===== config.mk =====
export PLATFORM = sky130hd
export DESIGN_NAME = m2_block_scheduler
export DESIGN_NICKNAME = d
export VERILOG_FILES = /design/src/rtl/m2_block_scheduler.sv
export SDC_FILE = /design/constraint.sdc
export NUM_CORES = 1
export LEC_CHECK = 0
export BUFFER_PORTS_ARGS = -buffer_cell sky130_fd_sc_hd__buf_4
export CAP_MARGIN = 0
export CORE_MARGIN = 4
export CORE_UTILIZATION = 30
export DETAILED_ROUTE_END_ITERATION = 16
export GPL_ROUTABILITY_DRIVEN = 1
export PLACE_DENSITY_LB_ADDON = 0.1
export SLEW_MARGIN = 30
export SYNTH_ARGS = -nofsm -noshare
export SYNTH_HDL_FRONTEND = slang
export SYNTH_SLANG_ARGS = --single-unit

===== constraint.sdc =====
create_clock -name Clock -period 4.3 [get_ports Clock]
set_input_delay 0.215 -clock Clock [delete_from_list [all_inputs] [get_ports Clock]]
set_output_delay 0.215 -clock Clock [all_outputs]
set_load 0.01 [all_outputs]

===== src/rtl/m2_block_scheduler.sv =====
// Milestone 2 IDCT block sequencer: walks the Y/U/V 8x8 blocks and overlaps
// fetch/compute/write engines, steering the shared SRAM port between FS and WS.
module m2_block_scheduler #(
  parameter int unsigned Y_COLS  = 40,
  parameter int unsigned UV_COLS = 20,
  parameter int unsigned ROWS    = 30,
  parameter int unsigned PRE_Y   = 76800,
  parameter int unsigned PRE_U   = 153600,
  parameter int unsigned PRE_V   = 192000,
  parameter int unsigned POST_Y  = 0,
  parameter int unsigned POST_U  = 38400,
  parameter int unsigned POST_V  = 57600
) (
  input  logic        Clock,
  input  logic        Resetn,
  input  logic        Enable,
  input  logic        fs_done,
  input  logic        ct_done,
  input  logic        cs_done,
  input  logic        ws_done,
  output logic        fs_start,
  output logic        ct_start,
  output logic        cs_start,
  output logic        ws_start,
  output logic [17:0] fs_base_addr,
  output logic [17:0] ws_base_addr,
  output logic        ws_is_y,
  output logic        sram_sel_ws,
  output logic        busy,
  output logic        done,
  output logic        protocol_err
);

  typedef enum logic [2:0] {
    S_IDLE, S_LI_FS, S_LI_CT, S_A, S_B, S_LO_CS, S_LO_WS
  } state_t;

  typedef struct packed {
    logic [1:0] plane;
    logic [7:0] row;
    logic [7:0] col;
  } cursor_t;

  localparam logic [17:0] PY  = 18'(PRE_Y);
  localparam logic [17:0] PU  = 18'(PRE_U);
  localparam logic [17:0] PV  = 18'(PRE_V);
  localparam logic [17:0] QY  = 18'(POST_Y);
  localparam logic [17:0] QU  = 18'(POST_U);
  localparam logic [17:0] QV  = 18'(POST_V);
  localparam logic [7:0]  YCL = 8'(Y_COLS - 1);
  localparam logic [7:0]  UCL = 8'(UV_COLS - 1);
  localparam logic [7:0]  RL  = 8'(ROWS - 1);

  function automatic cursor_t next_cur(input cursor_t c);
    cursor_t r;
    r = c;
    if (c.col == ((c.plane == 2'd0) ? YCL : UCL)) begin
      r.col = '0;
      if (c.row == RL) begin
        r.row   = '0;
        r.plane = (c.plane == 2'd2) ? 2'd0 : c.plane + 2'd1;
      end else begin
        r.row = c.row + 8'd1;
      end
    end else begin
      r.col = c.col + 8'd1;
    end
    return r;
  endfunction

  function automatic logic is_last(input cursor_t c);
    return (c.plane == 2'd2) && (c.row == RL) && (c.col == UCL);
  endfunction

  // Pre-IDCT block origin: row*8*pitch + col*8 with pitch 320 (Y) or 160 (U/V)
  function automatic logic [17:0] pre_addr(input cursor_t c);
    logic [17:0] r, k;
    r = 18'(c.row);
    k = 18'(c.col);
    case (c.plane)
      2'd0:    return PY + (r << 11) + (r << 9) + (k << 3);
      2'd1:    return PU + (r << 10) + (r << 8) + (k << 3);
      default: return PV + (r << 10) + (r << 8) + (k << 3);
    endcase
  endfunction

  // Post-IDCT block origin: row*8*pitch + col*4 with pitch 160 (Y) or 80 (U/V)
  function automatic logic [17:0] post_addr(input cursor_t c);
    logic [17:0] r, k;
    r = 18'(c.row);
    k = 18'(c.col);
    case (c.plane)
      2'd0:    return QY + (r << 10) + (r << 8) + (k << 2);
      2'd1:    return QU + (r << 9) + (r << 7) + (k << 2);
      default: return QV + (r << 9) + (r << 7) + (k << 2);
    endcase
  endfunction

  state_t     state, state_n;
  logic       entry;
  logic [3:0] run, got, dn, acc, bad;
  logic       all_done, start_frame, fetched_all;
  cursor_t    fcur, wcur, fcur_n, wcur_n;

  assign dn          = {fs_done, ct_done, cs_done, ws_done};
  assign start_frame = (state == S_IDLE) && Enable;

  always_comb begin
    run = 4'b0000;
    case (state)
      S_LI_FS: run = 4'b1000;
      S_LI_CT: run = 4'b0100;
      S_A:     run = 4'b1010;
      S_B:     run = 4'b0101;
      S_LO_CS: run = 4'b0010;
      S_LO_WS: run = 4'b0001;
      default: run = 4'b0000;
    endcase
  end

  // A done in the start cycle, from an idle engine, or repeated is rejected
  assign acc      = dn & run & ~got & {4{~entry}};
  assign bad      = dn & ~acc;
  assign all_done = (state != S_IDLE) && (((got | acc) & run) == run);

  always_comb begin
    state_n = state;
    case (state)
      S_IDLE:  if (Enable)   state_n = S_LI_FS;
      S_LI_FS: if (all_done) state_n = S_LI_CT;
      S_LI_CT: if (all_done) state_n = S_A;
      S_A:     if (all_done) state_n = S_B;
      S_B:     if (all_done) state_n = fetched_all ? S_LO_CS : S_A;
      S_LO_CS: if (all_done) state_n = S_LO_WS;
      S_LO_WS: if (all_done) state_n = S_IDLE;
      default: state_n = S_IDLE;
    endcase
  end

  always_comb begin
    fcur_n = fcur;
    wcur_n = wcur;
    if (start_frame) begin
      fcur_n = '0;
      wcur_n = '0;
    end else begin
      if (acc[3]) fcur_n = next_cur(fcur);
      if (acc[0]) wcur_n = next_cur(wcur);
    end
  end

  assign {fs_start, ct_start, cs_start, ws_start} = entry ? run : 4'b0000;
  assign sram_sel_ws = (state == S_B) || (state == S_LO_WS);
  assign busy        = (state != S_IDLE);

  always_ff @(posedge Clock or negedge Resetn) begin
    if (!Resetn) begin
      state        <= S_IDLE;
      entry        <= 1'b0;
      got          <= '0;
      protocol_err <= 1'b0;
      done         <= 1'b0;
      fcur         <= '0;
      wcur         <= '0;
      fetched_all  <= 1'b0;
      fs_base_addr <= '0;
      ws_base_addr <= '0;
      ws_is_y      <= 1'b0;
    end else begin
      state        <= state_n;
      entry        <= (state_n != state) && (state_n != S_IDLE);
      got          <= (state_n != state) ? 4'b0000 : (got | acc);
      protocol_err <= protocol_err | (|bad);
      done         <= (state == S_LO_WS) && (state_n == S_IDLE);
      fcur         <= fcur_n;
      wcur         <= wcur_n;
      if (start_frame)
        fetched_all <= 1'b0;
      else if (acc[3] && is_last(fcur))
        fetched_all <= 1'b1;
      // Addresses follow the post-advance cursor so the next start already sees them
      fs_base_addr <= pre_addr(fcur_n);
      ws_base_addr <= post_addr(wcur_n);
      ws_is_y      <= (wcur_n.plane == 2'd0);
    end
  end

endmodule


==> results.py <==
metrics = {
    "setup_path": {
        "critical_path.top_delay_family": "compound AO/OA/AOI/OAI gates",
        "crit_top_cell": "nand2b_4",
        "r2r_end": "ws_base_addr[17]",
        "path_depth": 18,
        "path_max_fanout": 4,
        "r2r_start": "wcur[0]",
        "ff2ff_path_depth": 18,
        "worstPathArrival_ns": 4.33,
        "worstSetupPathType": "reg -> reg",
        "cp_slowest_cell": "fa_2",
        "reg2reg_slack_ns": 0.20,
        "slowest_delay_ns": 0.57,
        "end_kind": "register",
        "crit_chain": "ha_2 > or4b_4 > nand2b_4 > nor2_4 > buf_4 > nand2_1 > xor2_1 > nand2b_4 > fa_2 > inv_1 > ha_1 > a21oi_2 > nor4_2 > o31a_1 > o311a_1 > o211ai_1 > o2111a_1 > nand3_1",
        "worstPathRequired_ns": 4.53,
        "worst-path-buf-inv": 2,
        "cp-start-kind": "register",
    },
    "layout": {
        "fin_util": 0.389,
        "diodes": 0,
        "nFillCells": 2210,
        "nets": 969,
        "drive_above_1_share": 0.259,
        "fin_cells": 1141,
        "multi_input_area_mm2": 0.00450,
        "seqCellArea_mm2": 0.00198,
        "synthToLayoutAreaGrowth_pct": 28.0,
    },
    "clock_network": {
        "clkLatencyLatePin_ns": 0.35,
        "h-tree-depth": 3,
        "root_buffer": "clkbuf_16",
        "cts_sinks": 79,
        "clk_pin_slew_ns": 0.07,
        "cts_tree": "yes",
        "clockBufferDepth": 2,
        "numCtsBuffers": 9,
    },
    "timing": {
        "fmax_ghz": 0.244,
        "tightest_slew_ns": 0.863,
        "finalCriticalPeriod_ns": 4.10,
        "fin_crit_sh": 0.953,
        "hold_slack_ns": 0.158,
        "fin_setup_tns_ns": 0,
        "drv_slew": 0,
        "slew_headroom": 0.424,
        "fin_skew_ns": 0.00769,
        "setup_viol": 0,
        "hold_viol_final": 0,
        "rsz0062_at_grt": "true",
    },
    "placement": {
        "gp_congestion": 0.848,
        "hpwlAfterDp_mm": 13.5,
        "port_buffers": 46,
        "dp_cells": 1117,
    },
    "global_route": {
        "grt_use_total": 0.145,
        "grt_pass1_vias": 5793,
        "overflow": 0,
        "antenna_found_initial": 0,
        "grt_max_degree": 42,
        "grt_pass1_wl_mm": 28.9,
    },
    "floorplanning": {
        "coreArea_mm2": 0.0218,
        "die_area_mm2": 0.0246,
        "rows": 54,
        "die_w_um": 157,
        "num_io_pins": 52,
        "die_h_um": 157,
        "initial_utilization": 0.304,
    },
    "detailed_routing": {
        "drt_iter0_drc": 196,
        "wirelength_mm": 17.1,
        "vias": 5497,
        "drc_errors": 0,
        "dr.pass1.iters": 4,
        "vias_per_cell": 4.82,
        "ant_nets": 0,
        "wl_per_cell_um": 15.0,
    },
    "synth": {
        "ys_seq_area_frac": 0.298,
        "synth-seq-cells": 79,
        "yosysWarnings": 0,
        "synth_top_cell_by_area": "dfrtp_1",
        "syn_area_per_cell_um2": 9.21,
        "synthTopCellsByCount": "92 x ha_1, 80 x nor2_1, 79 x dfrtp_1",
        "synthArstFlopShare": 1.00,
        "yosysMostFrequentCell": "ha_1",
        "syn-cell-area_mm2": 0.00664,
        "synth_edf_count": 0,
        "ys.flop_type": "dfrtp_1",
        "synthCells": 721,
        "synth.distinct_cells": 65,
        "synth_top_area_frac": 0.298,
        "ys_top_cells_by_area": "dfrtp_1 30%, ha_1 17%, xnor2_1 4.8%",
    },
    "pwr": {
        "p_per_area_mw_per_mm2": 279,
        "irDropWorstVdd_mv": 0.191,
        "leakage_nw": 4.27,
        "power_mw": 2.37,
    },
    "run_status": {
        "outcome": "complete, no violations",
    },
    "worst_hold_path": {
        "min-delay-start": "cs_done",
        "hold_class": "in -> reg",
        "holdPathStages": 3,
        "min_to": "protocol_err",
    },
    "run": {
        "maxCapViolCount": 0,
    },
}
==> per-layer routing <==
| metal | GRT usage | wire length [um] | vias to the layer above |
|---|---|---|---|
| li1 | - | - | 2768 |
| met3 | 0.0210 | 479 | 15 |
| met1 | 0.188 | 8140 | 2642 |
| met5 | 0 | 0 | - |
| met2 | 0.249 | 8260 | 72 |
| met4 | 0.0475 | 255 | 0 |
==> flip-flops by register name, indices dropped and copies added (netlist names) <==
| name | flops |
|---|---|
| fcur | 18 |
| wcur | 18 |
| ws_base_addr | 16 |
| fs_base_addr | 15 |
| got | 4 |
| state | 3 |
| done | 1 |
| entry | 1 |
| fetched_all | 1 |
| protocol_err | 1 |
| ws_is_y | 1 |
==> kinds of logic after synthesis <==
logic type | Yosys count | share of synthesized area
other cells | 1 | 0.000565
mux | 20 | 0.0315
fa+ha+maj | 106 | 0.216
simple gates | 232 | 0.187
compound gates | 126 | 0.128
xor+xnor | 61 | 0.0805
buf+inv | 96 | 0.0592
flops | 79 | 0.298
==> worst register-to-register path, delay by kind of cell, from the launching register on <==
kind | cells | cell delay (ns)
AND/OR/NAND/NOR | 7 | 1.11
flip-flops | 1 | 0.36
XOR/XNOR | 1 | 0.16
buffers and inverters | 2 | 0.19
AO/OA/AOI/OAI | 5 | 1.12
adder cells (fa/ha/maj) | 3 | 1.05
==> how the worst max path moves through the flow <==
stage                       start               end  slack (ns)
after global placement    wcur[2]  ws_base_addr[14]       -0.09
after floorplan           wcur[0]  ws_base_addr[16]        0.05
after detailed placement  wcur[2]  ws_base_addr[16]       -0.12
after global routing      wcur[0]  ws_base_addr[17]       -0.02
final                     wcur[0]  ws_base_addr[17]        0.20
after CTS                 wcur[0]  ws_base_addr[17]       0.001
==> power breakdown <==
| group | internal, mW | total [mW] | switching [mW] |
|---|---|---|---|
| Clock | 0.487 | 0.837 | 0.349 |
| Combinational | 0.295 | 0.678 | 0.384 |
| Sequential | 0.804 | 0.852 | 0.0479 |
==> metrics by stage <==
stage          setup slack (ns)  area, um2
2_1_floorplan            0.0458       6660
3_3_place_gp            -0.0916       7900
3_5_place_dp             -0.117       7900
4_1_cts                 0.00109       8270
5_1_grt                 -0.0159       8500
6_report                  0.200       8500
==> area by class of cell <==
| cell class | instances | share of cell area |
|---|---|---|
| inverters | 77 | 0.0340 |
| flip-flops and latches | 79 | 0.233 |
| well taps | 280 | 0.0412 |
| clock buffers | 11 | 0.0297 |
| clock inverters | 5 | 0.00765 |
| repair buffers | 139 | 0.125 |
| multi-input cells | 550 | 0.529 |
==> cells in the final DEF (no fill, tap or decap), drive strengths merged, types with 20 or more instances in the layout <==
cell    count
xor2       25
xnor2      36
inv        78
ha         92
buf       138
nand2b     20
o21ai      26
a21oi      32
dfrtp      79
nand2      34
nor2       80
==> what timing repair did <==
item / CTS / global route
gates resized for setup: 7 / 56
pin swaps: 3 / 13
hold buffers: 1 / 0
hold endpoints to repair: 38 / 0
setup buffers: 1 / 6
setup endpoints to repair: 5 / 7
(Power assumes the default switching activity.)
